===== src/rtl/wb_traffic_gen_pkg.sv =====
// rtl/wb_traffic_gen_pkg.sv - shared types and constants for the Wishbone traffic generator
// Contents: FSM state encoding, Wishbone CTI/BTE codes, LFSR taps, saturating counter helper.
package wb_traffic_gen_pkg;

    typedef enum logic [2:0] {
        ST_IDLE,
        ST_WR,
        ST_WR_GAP,
        ST_RD,
        ST_RD_GAP,
        ST_DONE
    } state_t;

    localparam logic [2:0]  CTI_CLASSIC      = 3'b000;
    localparam logic [2:0]  CTI_INC_BURST    = 3'b010;
    localparam logic [2:0]  CTI_END_OF_BURST = 3'b111;
    localparam logic [1:0]  BTE_LINEAR       = 2'b00;
    localparam logic [31:0] LFSR_TAPS        = 32'h8020_0003;

    function automatic logic [15:0] sat_inc16(input logic [15:0] v);
        return (v == 16'hFFFF) ? v : v + 16'd1;
    endfunction

endpackage


===== src/rtl/wb_traffic_gen_if.sv =====
// rtl/wb_traffic_gen_if.sv - Wishbone B3 bus bundle between traffic generator and slave
// Master drives adr/dat_o/sel/we/bte/cti/cyc/stb; slave drives dat_i/ack/err/rty.
interface wb_traffic_gen_if #(
    parameter int dw = 32,
    parameter int aw = 32
);
    logic [aw-1:0]   wb_adr_o;
    logic [dw-1:0]   wb_dat_o;
    logic [dw/8-1:0] wb_sel_o;
    logic            wb_we_o;
    logic [1:0]      wb_bte_o;
    logic [2:0]      wb_cti_o;
    logic            wb_cyc_o;
    logic            wb_stb_o;
    logic [dw-1:0]   wb_dat_i;
    logic            wb_ack_i;
    logic            wb_err_i;
    logic            wb_rty_i;

    modport master (
        output wb_adr_o, wb_dat_o, wb_sel_o, wb_we_o, wb_bte_o, wb_cti_o, wb_cyc_o, wb_stb_o,
        input  wb_dat_i, wb_ack_i, wb_err_i, wb_rty_i
    );

    modport slave (
        input  wb_adr_o, wb_dat_o, wb_sel_o, wb_we_o, wb_bte_o, wb_cti_o, wb_cyc_o, wb_stb_o,
        output wb_dat_i, wb_ack_i, wb_err_i, wb_rty_i
    );
endinterface


===== src/rtl/wb_tg_lfsr.sv =====
// rtl/wb_tg_lfsr.sv - 32-bit Galois LFSR pattern source with synchronous load and step
// Ports: wb_clk_i, wb_rst_i (sync, active high, clears to 0), load (q <= SEED), step (advance once), q.
module wb_tg_lfsr
    import wb_traffic_gen_pkg::*;
#(
    parameter logic [31:0] SEED = 32'hACE1_0001
) (
    input  logic        wb_clk_i,
    input  logic        wb_rst_i,
    input  logic        load,
    input  logic        step,
    output logic [31:0] q
);

    // Right-shifting Galois form: the bit shifted out folds the taps back in.
    always_ff @(posedge wb_clk_i) begin
        if (wb_rst_i) begin
            q <= '0;
        end else if (load) begin
            q <= SEED;
        end else if (step) begin
            q <= {1'b0, q[31:1]} ^ (q[0] ? LFSR_TAPS : 32'h0);
        end
    end

endmodule


===== src/rtl/wb_traffic_gen.sv =====
// rtl/wb_traffic_gen.sv - Wishbone B3 self-test master: LFSR write pass, read-back compare pass
// Ports: wb_clk_i/wb_rst_i (sync active-high reset), start_i, busy_o, done_o, pass_o,
//        err_cnt_o (saturating), timeout_o, wb (wb_traffic_gen_if.master bus).
// Optional feature macro: WB_TRAFFIC_GEN_TIMEOUT_EN (stall watchdog, drives timeout_o).
module wb_traffic_gen
    import wb_traffic_gen_pkg::*;
#(
    parameter int          dw        = 32,
    parameter int          aw        = 32,
    parameter logic [aw-1:0] BASE_ADR = '0,
    parameter int          NUM_WORDS = 256,
    parameter int          BURST_LEN = 4,
    parameter logic [31:0] SEED      = 32'hACE1_0001,
    parameter int          TIMEOUT   = 255
) (
    input  logic        wb_clk_i,
    input  logic        wb_rst_i,
    input  logic        start_i,
    output logic        busy_o,
    output logic        done_o,
    output logic        pass_o,
    output logic [15:0] err_cnt_o,
    output logic        timeout_o,
    wb_traffic_gen_if.master wb
);

    localparam int         BYTES     = dw / 8;
    localparam logic [4:0] LAST_BEAT = 5'(BURST_LEN - 1);

    if (!(dw == 32 || dw == 64) || BURST_LEN < 1 || BURST_LEN > 16 ||
        (BURST_LEN & (BURST_LEN - 1)) != 0 || NUM_WORDS < 1 ||
        (NUM_WORDS % BURST_LEN) != 0 || TIMEOUT < 1) begin : g_bad_params
        $error("wb_traffic_gen: illegal parameter combination");
    end

    state_t        state_q, state_n;
    logic [31:0]   idx_q, idx_n;
    logic [4:0]    beat_q, beat_n;
    logic [15:0]   err_q, err_n;
    logic          cyc_q, cyc_n;
    logic          we_q, we_n;
    logic [2:0]    cti_q, cti_n;
    logic [aw-1:0] adr_q, adr_n;
    logic          busy_q, busy_n;
    logic          done_q, done_n;
    logic          pass_q, pass_n;
    logic          lfsr_load, lfsr_step;
    logic [31:0]   lfsr_q;
    logic [dw-1:0] exp_word;
    logic          beat_done;
`ifdef WB_TRAFFIC_GEN_TIMEOUT_EN
    logic [31:0]   stall_q, stall_n;
    logic          tmo_q, tmo_n;
`endif

    // One generator serves both passes; it is reloaded before the read pass
    // so the read side regenerates exactly the written sequence.
    wb_tg_lfsr #(.SEED(SEED)) u_lfsr (
        .wb_clk_i (wb_clk_i),
        .wb_rst_i (wb_rst_i),
        .load     (lfsr_load),
        .step     (lfsr_step),
        .q        (lfsr_q)
    );

    assign exp_word  = {(dw/32){lfsr_q}};
    // err has priority over ack, but either one retires the beat.
    assign beat_done = wb.wb_err_i | wb.wb_ack_i;

    always_comb begin
        state_n   = state_q;
        idx_n     = idx_q;
        beat_n    = beat_q;
        err_n     = err_q;
        lfsr_load = 1'b0;
        lfsr_step = 1'b0;
`ifdef WB_TRAFFIC_GEN_TIMEOUT_EN
        stall_n   = stall_q;
        tmo_n     = tmo_q;
`endif
        case (state_q)
            ST_IDLE, ST_DONE: begin
                if (start_i) begin
                    state_n   = ST_WR;
                    idx_n     = '0;
                    beat_n    = '0;
                    err_n     = '0;
                    lfsr_load = 1'b1;
`ifdef WB_TRAFFIC_GEN_TIMEOUT_EN
                    stall_n   = '0;
                    tmo_n     = 1'b0;
`endif
                end
            end
            ST_WR, ST_RD: begin
                if (wb.wb_err_i) begin
                    err_n = sat_inc16(err_q);
                end else if (wb.wb_ack_i && state_q == ST_RD && wb.wb_dat_i != exp_word) begin
                    err_n = sat_inc16(err_q);
                end
                // rty (or silence) leaves everything in place so the beat is re-presented.
                if (beat_done) begin
                    lfsr_step = 1'b1;
                    idx_n     = idx_q + 32'd1;
                    if (beat_q == LAST_BEAT) begin
                        beat_n  = '0;
                        state_n = (state_q == ST_WR) ? ST_WR_GAP : ST_RD_GAP;
                    end else begin
                        beat_n  = beat_q + 5'd1;
                    end
                end
`ifdef WB_TRAFFIC_GEN_TIMEOUT_EN
                if (beat_done || wb.wb_rty_i) begin
                    stall_n = '0;
                end else if (stall_q == 32'(TIMEOUT - 1)) begin
                    stall_n = '0;
                    err_n   = sat_inc16(err_q);
                    tmo_n   = 1'b1;
                    state_n = ST_DONE;
                end else begin
                    stall_n = stall_q + 32'd1;
                end
`endif
            end
            ST_WR_GAP: begin
                if (idx_q < 32'(NUM_WORDS)) begin
                    state_n = ST_WR;
                end else begin
                    state_n   = ST_RD;
                    idx_n     = '0;
                    lfsr_load = 1'b1;
                end
            end
            ST_RD_GAP: begin
                state_n = (idx_q < 32'(NUM_WORDS)) ? ST_RD : ST_DONE;
            end
            default: state_n = ST_IDLE;
        endcase

        // Outputs are computed from the next state so they appear registered.
        cyc_n  = (state_n == ST_WR) || (state_n == ST_RD);
        we_n   = (state_n == ST_WR);
        adr_n  = BASE_ADR + aw'(idx_n * 32'(BYTES));
        if (!cyc_n || BURST_LEN == 1) begin
            cti_n = CTI_CLASSIC;
        end else begin
            cti_n = (beat_n == LAST_BEAT) ? CTI_END_OF_BURST : CTI_INC_BURST;
        end
        busy_n = (state_n == ST_WR) || (state_n == ST_WR_GAP) ||
                 (state_n == ST_RD) || (state_n == ST_RD_GAP);
        done_n = (state_n == ST_DONE);
        pass_n = done_n && (err_n == 16'd0);
    end

    always_ff @(posedge wb_clk_i) begin
        if (wb_rst_i) begin
            state_q <= ST_IDLE;
            idx_q   <= '0;
            beat_q  <= '0;
            err_q   <= '0;
            cyc_q   <= 1'b0;
            we_q    <= 1'b0;
            cti_q   <= '0;
            adr_q   <= '0;
            busy_q  <= 1'b0;
            done_q  <= 1'b0;
            pass_q  <= 1'b0;
`ifdef WB_TRAFFIC_GEN_TIMEOUT_EN
            stall_q <= '0;
            tmo_q   <= 1'b0;
`endif
        end else begin
            state_q <= state_n;
            idx_q   <= idx_n;
            beat_q  <= beat_n;
            err_q   <= err_n;
            cyc_q   <= cyc_n;
            we_q    <= we_n;
            cti_q   <= cti_n;
            adr_q   <= adr_n;
            busy_q  <= busy_n;
            done_q  <= done_n;
            pass_q  <= pass_n;
`ifdef WB_TRAFFIC_GEN_TIMEOUT_EN
            stall_q <= stall_n;
            tmo_q   <= tmo_n;
`endif
        end
    end

    assign wb.wb_adr_o = adr_q;
    assign wb.wb_dat_o = exp_word;
    assign wb.wb_sel_o = {BYTES{cyc_q}};
    assign wb.wb_we_o  = we_q;
    assign wb.wb_bte_o = BTE_LINEAR;
    assign wb.wb_cti_o = cti_q;
    assign wb.wb_cyc_o = cyc_q;
    assign wb.wb_stb_o = cyc_q;
    assign busy_o      = busy_q;
    assign done_o      = done_q;
    assign pass_o      = pass_q;
    assign err_cnt_o   = err_q;
`ifdef WB_TRAFFIC_GEN_TIMEOUT_EN
    assign timeout_o   = tmo_q;
`else
    assign timeout_o   = 1'b0;
`endif

endmodule

===== src/flat_wrapper.sv =====
// flat-port wrapper written by rule: the top's interface ports become plain ports
module wb_traffic_gen_flat import wb_traffic_gen_pkg::*;
#(
    parameter int          dw        = 32,
    parameter int          aw        = 32,
    parameter logic [aw-1:0] BASE_ADR = '0,
    parameter int          NUM_WORDS = 256,
    parameter int          BURST_LEN = 4,
    parameter logic [31:0] SEED      = 32'hACE1_0001,
    parameter int          TIMEOUT   = 255
)
  (wb_clk_i, wb_rst_i, start_i, busy_o, done_o, pass_o, err_cnt_o, timeout_o, wb_wb_adr_o, wb_wb_dat_o, wb_wb_sel_o, wb_wb_we_o, wb_wb_bte_o, wb_wb_cti_o, wb_wb_cyc_o, wb_wb_stb_o, wb_wb_dat_i, wb_wb_ack_i, wb_wb_err_i, wb_wb_rty_i);
  wb_traffic_gen_if #(.dw(dw), .aw(aw)) wb_i ();
  input  logic wb_clk_i;
  input  logic wb_rst_i;
  input  logic start_i;
  output logic busy_o;
  output logic done_o;
  output logic pass_o;
  output logic [15:0] err_cnt_o;
  output logic timeout_o;
  output wire logic [$bits(wb_i.wb_adr_o)-1:0] wb_wb_adr_o;
  output wire logic [$bits(wb_i.wb_dat_o)-1:0] wb_wb_dat_o;
  output wire logic [$bits(wb_i.wb_sel_o)-1:0] wb_wb_sel_o;
  output wire logic [$bits(wb_i.wb_we_o)-1:0] wb_wb_we_o;
  output wire logic [$bits(wb_i.wb_bte_o)-1:0] wb_wb_bte_o;
  output wire logic [$bits(wb_i.wb_cti_o)-1:0] wb_wb_cti_o;
  output wire logic [$bits(wb_i.wb_cyc_o)-1:0] wb_wb_cyc_o;
  output wire logic [$bits(wb_i.wb_stb_o)-1:0] wb_wb_stb_o;
  input wire logic [$bits(wb_i.wb_dat_i)-1:0] wb_wb_dat_i;
  input wire logic [$bits(wb_i.wb_ack_i)-1:0] wb_wb_ack_i;
  input wire logic [$bits(wb_i.wb_err_i)-1:0] wb_wb_err_i;
  input wire logic [$bits(wb_i.wb_rty_i)-1:0] wb_wb_rty_i;
  assign wb_wb_adr_o = wb_i.wb_adr_o;
  assign wb_wb_dat_o = wb_i.wb_dat_o;
  assign wb_wb_sel_o = wb_i.wb_sel_o;
  assign wb_wb_we_o = wb_i.wb_we_o;
  assign wb_wb_bte_o = wb_i.wb_bte_o;
  assign wb_wb_cti_o = wb_i.wb_cti_o;
  assign wb_wb_cyc_o = wb_i.wb_cyc_o;
  assign wb_wb_stb_o = wb_i.wb_stb_o;
  assign wb_i.wb_dat_i = wb_wb_dat_i;
  assign wb_i.wb_ack_i = wb_wb_ack_i;
  assign wb_i.wb_err_i = wb_wb_err_i;
  assign wb_i.wb_rty_i = wb_wb_rty_i;
  wb_traffic_gen #(.dw(dw), .aw(aw), .BASE_ADR(BASE_ADR), .NUM_WORDS(NUM_WORDS), .BURST_LEN(BURST_LEN), .SEED(SEED), .TIMEOUT(TIMEOUT)) u_core (.wb_clk_i(wb_clk_i), .wb_rst_i(wb_rst_i), .start_i(start_i), .busy_o(busy_o), .done_o(done_o), .pass_o(pass_o), .err_cnt_o(err_cnt_o), .timeout_o(timeout_o), .wb(wb_i));
endmodule

===== config.mk =====
export PLATFORM = sky130hd
export DESIGN_NAME = wb_traffic_gen_flat
export DESIGN_NICKNAME = d
export VERILOG_FILES = /design/src/rtl/wb_traffic_gen_pkg.sv /design/src/rtl/wb_traffic_gen_if.sv /design/src/rtl/wb_tg_lfsr.sv /design/src/rtl/wb_traffic_gen.sv /design/src/flat_wrapper.sv
export SDC_FILE = /design/constraint.sdc
export NUM_CORES = 1
export LEC_CHECK = 0
export BUFFER_PORTS_ARGS = -buffer_cell sky130_fd_sc_hd__buf_2
export CAP_MARGIN = 20
export CELL_PAD_IN_SITES_DETAIL_PLACEMENT = 0
export CELL_PAD_IN_SITES_GLOBAL_PLACEMENT = 1
export CORE_ASPECT_RATIO = 0.6
export CORE_MARGIN = 3
export CORE_UTILIZATION = 41
export DETAILED_ROUTE_END_ITERATION = 8
export GPL_ROUTABILITY_DRIVEN = 0
export HOLD_SLACK_MARGIN = 0.03
export PLACE_DENSITY_LB_ADDON = 0.1
export SYNTH_ARGS = -nofsm -noshare
export SYNTH_HDL_FRONTEND = slang
export SYNTH_SLANG_ARGS = --single-unit

===== constraint.sdc =====
create_clock -name wb_clk_i -period 5.35 [get_ports wb_clk_i]
set_input_delay 0.535 -clock wb_clk_i [delete_from_list [all_inputs] [get_ports wb_clk_i]]
set_output_delay 0.535 -clock wb_clk_i [all_outputs]
set_load 0.05 [all_outputs]

==> impl_metrics.py <==
metrics = {
    "run_status": {
        "status": "finished clean",
    },
    "cts": {
        "worstSkewPairLatency_ns": 0.33,
        "htreeDepth": 3,
        "clk_pin_slew_worst_paths_ns": 0.07,
        "numClockSinks": 95,
        "cts_buffer_depth": 2,
        "cts-root-buf": "clkbuf_16",
        "cts_tree": "built",
        "cts_buffers": 9,
        "cts_setup_buffers": 0,
        "cts_hold_buffers": 0,
        "cts.repair.resized": 0,
    },
    "global_routing": {
        "antenna_found_initial": 0,
        "grt_pass1_vias": 4146,
        "grt_pass1_wl_mm": 22.5,
        "grt_max_degree": 54,
        "overflow": 0,
        "grt_use_total": 0.202,
    },
    "timing": {
        "slew_headroom": 0.490,
        "clock.fmax_mhz": 320,
        "setup_violations": 0,
        "period_needed_ns": 3.13,
        "finalMaxSlewViolations": 0,
        "fin_worst_skew_ns": 0.00616,
        "hold_viol_final": 0,
        "finalCritPeriodShare": 0.584,
        "whs_ns": 0.492,
        "setup_tns_ns": 0,
        "rsz0062_at_grt": "false",
        "tightest_slew_ns": 0.764,
    },
    "cells_and_area": {
        "multi_input_area_um2": 2740,
        "post-route-util": 0.500,
        "area_growth_pct": 15.2,
        "fillers": 1146,
        "nNetsFinal": 759,
        "final_area_um2": 5840,
        "drive_gt1_frac": 0.225,
        "antenna_cells": 0,
        "seqCellArea_um2": 1900,
    },
    "detailed_routing": {
        "wl_met3_mm": 1.23,
        "drt_iter0_drc": 425,
        "wl_per_cell_um": 16.2,
        "routed.top_layer": "met4",
        "ant_nets": 0,
        "vias": 4723,
        "drc_errors": 0,
        "wl_met2_mm": 5.64,
        "wirelength_mm": 14.3,
        "vias_per_cell": 5.36,
        "met1_length_mm": 7.37,
        "dr.pass1.iters": 5,
    },
    "synthesis": {
        "syn-cell-area_um2": 5070,
        "ys_ff_latch": 95,
        "synth_edf_count": 0,
        "async_flop_share": 0,
        "syn_inst": 639,
        "synth_top_flop_cell": "dfxtp_1",
        "seq_area_frac_synth": 0.375,
        "syn_area_per_cell_um2": 7.93,
        "synth_cell_types": 62,
        "yosys_warnings": 0,
    },
    "setup_path": {
        "cp.required_ns": 5.62,
        "cp.arrival_ns": 3.40,
        "reg2reg_setup_slack_ns": 2.22,
        "r2r_end": "u_core.pass_o",
        "r2r_start": "u_core.err_cnt_o[0]",
        "critPathKind": "reg -> reg",
        "crit_path_end_kind": "register",
        "startpoint": "u_core.err_cnt_o[0]",
        "endpoint": "u_core.pass_o",
        "path_max_fanout": 8,
        "rr_worst_depth": 10,
        "cp-start-kind": "register",
    },
    "die": {
        "chipWidth_um": 150,
        "io_pins": 134,
        "die_area_um2": 13800,
        "fp.dieH_um": 92.1,
        "start_util": 0.434,
        "core_um2": 11700,
        "rows": 30,
    },
    "pwr": {
        "p_total_w": 0.00156,
        "p_per_area_nw_per_um2": 267,
        "p_leak_nw": 2.49,
        "irDropWorstVdd_v": 0.000169,
    },
    "run": {
        "cap_violations": 0,
    },
    "placed_design": {
        "dpl_cell_area_um2": 5520,
        "hpwlAfterDp_mm": 10.7,
        "port_buffers": 127,
    },
    "worst_hold_path": {
        "whs_path_depth": 2,
        "min_from": "u_core.u_lfsr.q[3]",
        "hp-class": "reg -> reg",
    },
}
## state kept, by name (all words and copies together) (netlist names)
signal,count
u_core.idx_q,2
u_core.wb.wb_cyc_o,1
u_core.pass_o,1
u_core.wb.wb_adr_o,30
u_core.state_q,3
u_core.busy_o,1
u_core.done_o,1
u_core.beat_q,5
u_core.err_cnt_o,16
u_core.wb.wb_cti_o,2
u_core.wb.wb_we_o,1
u_core.u_lfsr.q,32
## synthesized netlist by cell type, types with 2 or more instances
library cell / count / area, µm²
nand2_1: 98 / 368
dfxtp_1: 95 / 1900
nor2_1: 83 / 312
xor2_1: 58 / 508
a21oi_1: 42 / 210
buf_4: 41 / 308
nand3_1: 22 / 110
clkbuf_1: 21 / 78.8
nand4_1: 19 / 119
nor4_1: 18 / 113
nor3_1: 13 / 65.1
a31oi_1: 11 / 68.8
and3_1: 10 / 62.6
nor2b_1: 9 / 56.3
o21ai_0: 9 / 45.0
inv_1: 8 / 30.0
xnor2_1: 8 / 70.1
and4_1: 4 / 35.0
nand2b_1: 4 / 25.0
nor4b_1: 4 / 35.0
a211oi_1: 3 / 22.5
a31o_2: 3 / 26.3
and2_1: 3 / 18.8
buf_2: 3 / 15.0
ha_1: 3 / 37.5
o211ai_1: 3 / 22.5
a21oi_2: 2 / 17.5
a22oi_1: 2 / 15.0
a41oi_1: 2 / 17.5
and4b_1: 2 / 20.0
nor3b_1: 2 / 15.0
o31ai_1: 2 / 15.0
o41ai_1: 2 / 17.5
or2_2: 2 / 12.5
## power breakdown
part / leakage [nW] / internal [W] / switching [W]
Sequential: 0.770 / 0.000720 / 0.0000174
Clock: 0.134 / 0.000370 / 0.000261
Combinational: 1.59 / 0.0000495 / 0.000140
## stage by stage
step	cells	setup slack (ns)
finish	881	2.22
global route	881	2.00
CTS	879	1.72
detailed placement	865	1.73
global placement	865	1.77
floorplan	643	2.70
## critical path, cell delays in order, from the launching register on
cell and delay [ns]:
dfxtp_1 0.50, ha_1 0.29, nand3_1 0.22, nor2_1 0.31, nand2_1 0.20, nor2_1 0.38
a21oi_2 0.16, a2bb2oi_1 0.21, nand4_1 0.17, nor4_1 0.36, and4_1 0.27
## cell usage in the layout, fill, tap and decap left out, types with 5 or more instances in the layout
| cell type | count |
|---|---|
| nand2_1 | 98 |
| xnor2_1 | 8 |
| a31oi_1 | 11 |
| o21ai_0 | 9 |
| nor3_1 | 13 |
| clkbuf_16 | 9 |
| buf_2 | 127 |
| nor2b_1 | 9 |
| nor4_1 | 18 |
| dfxtp_1 | 95 |
| xor2_1 | 58 |
| conb_1 | 5 |
| a21oi_1 | 42 |
| nor2_1 | 82 |
| and3_1 | 10 |
| inv_1 | 8 |
| nand4_1 | 19 |
| nand3_1 | 22 |
## how the worst min path moves through the flow
stage / to / slack (ns)
5_1_grt: u_core.u_lfsr.q[4] / 0.52
3_3_place_gp: u_core.u_lfsr.q[13] / 0.48
2_1_floorplan: u_core.idx_q[31] / 0.48
3_5_place_dp: u_core.u_lfsr.q[13] / 0.49
4_1_cts: u_core.u_lfsr.q[2] / 0.50
6_report: u_core.u_lfsr.q[2] / 0.49
## metal layers
layer | global-route usage | vias to the layer above
met3 | 0.0528 | 7
met1 | 0.325 | 2213
li1 | - | 2323
met2 | 0.267 | 180
met5 | 0 | -
met4 | 0.0335 | 0
## cell type report
| class | count | area share |
|---|---|---|
| Multi-Input combinational cell | 473 | 0.469 |
| Sequential cell | 95 | 0.326 |
| Timing Repair Buffer | 131 | 0.116 |
| Clock buffer | 11 | 0.0416 |
| Tap cell | 160 | 0.0343 |
| Clock inverter | 3 | 0.00771 |
| Inverter | 8 | 0.00514 |
## cells by family (layout without fill, tap and decap cells)
kind of cell | after synthesis | count (layout) | synth area share
simple gates | 302 | 302 | 0.289
compound gates | 96 | 96 | 0.124
flops | 95 | 95 | 0.375
buf+inv | 75 | 153 | 0.0881
xor+xnor | 66 | 66 | 0.114
fa+ha+maj | 3 | 3 | 0.00740
other cells | 1 | 5 | 0.000740
mux | 1 | 1 | 0.00197
Note: power is estimated with default switching activity, not from simulation.
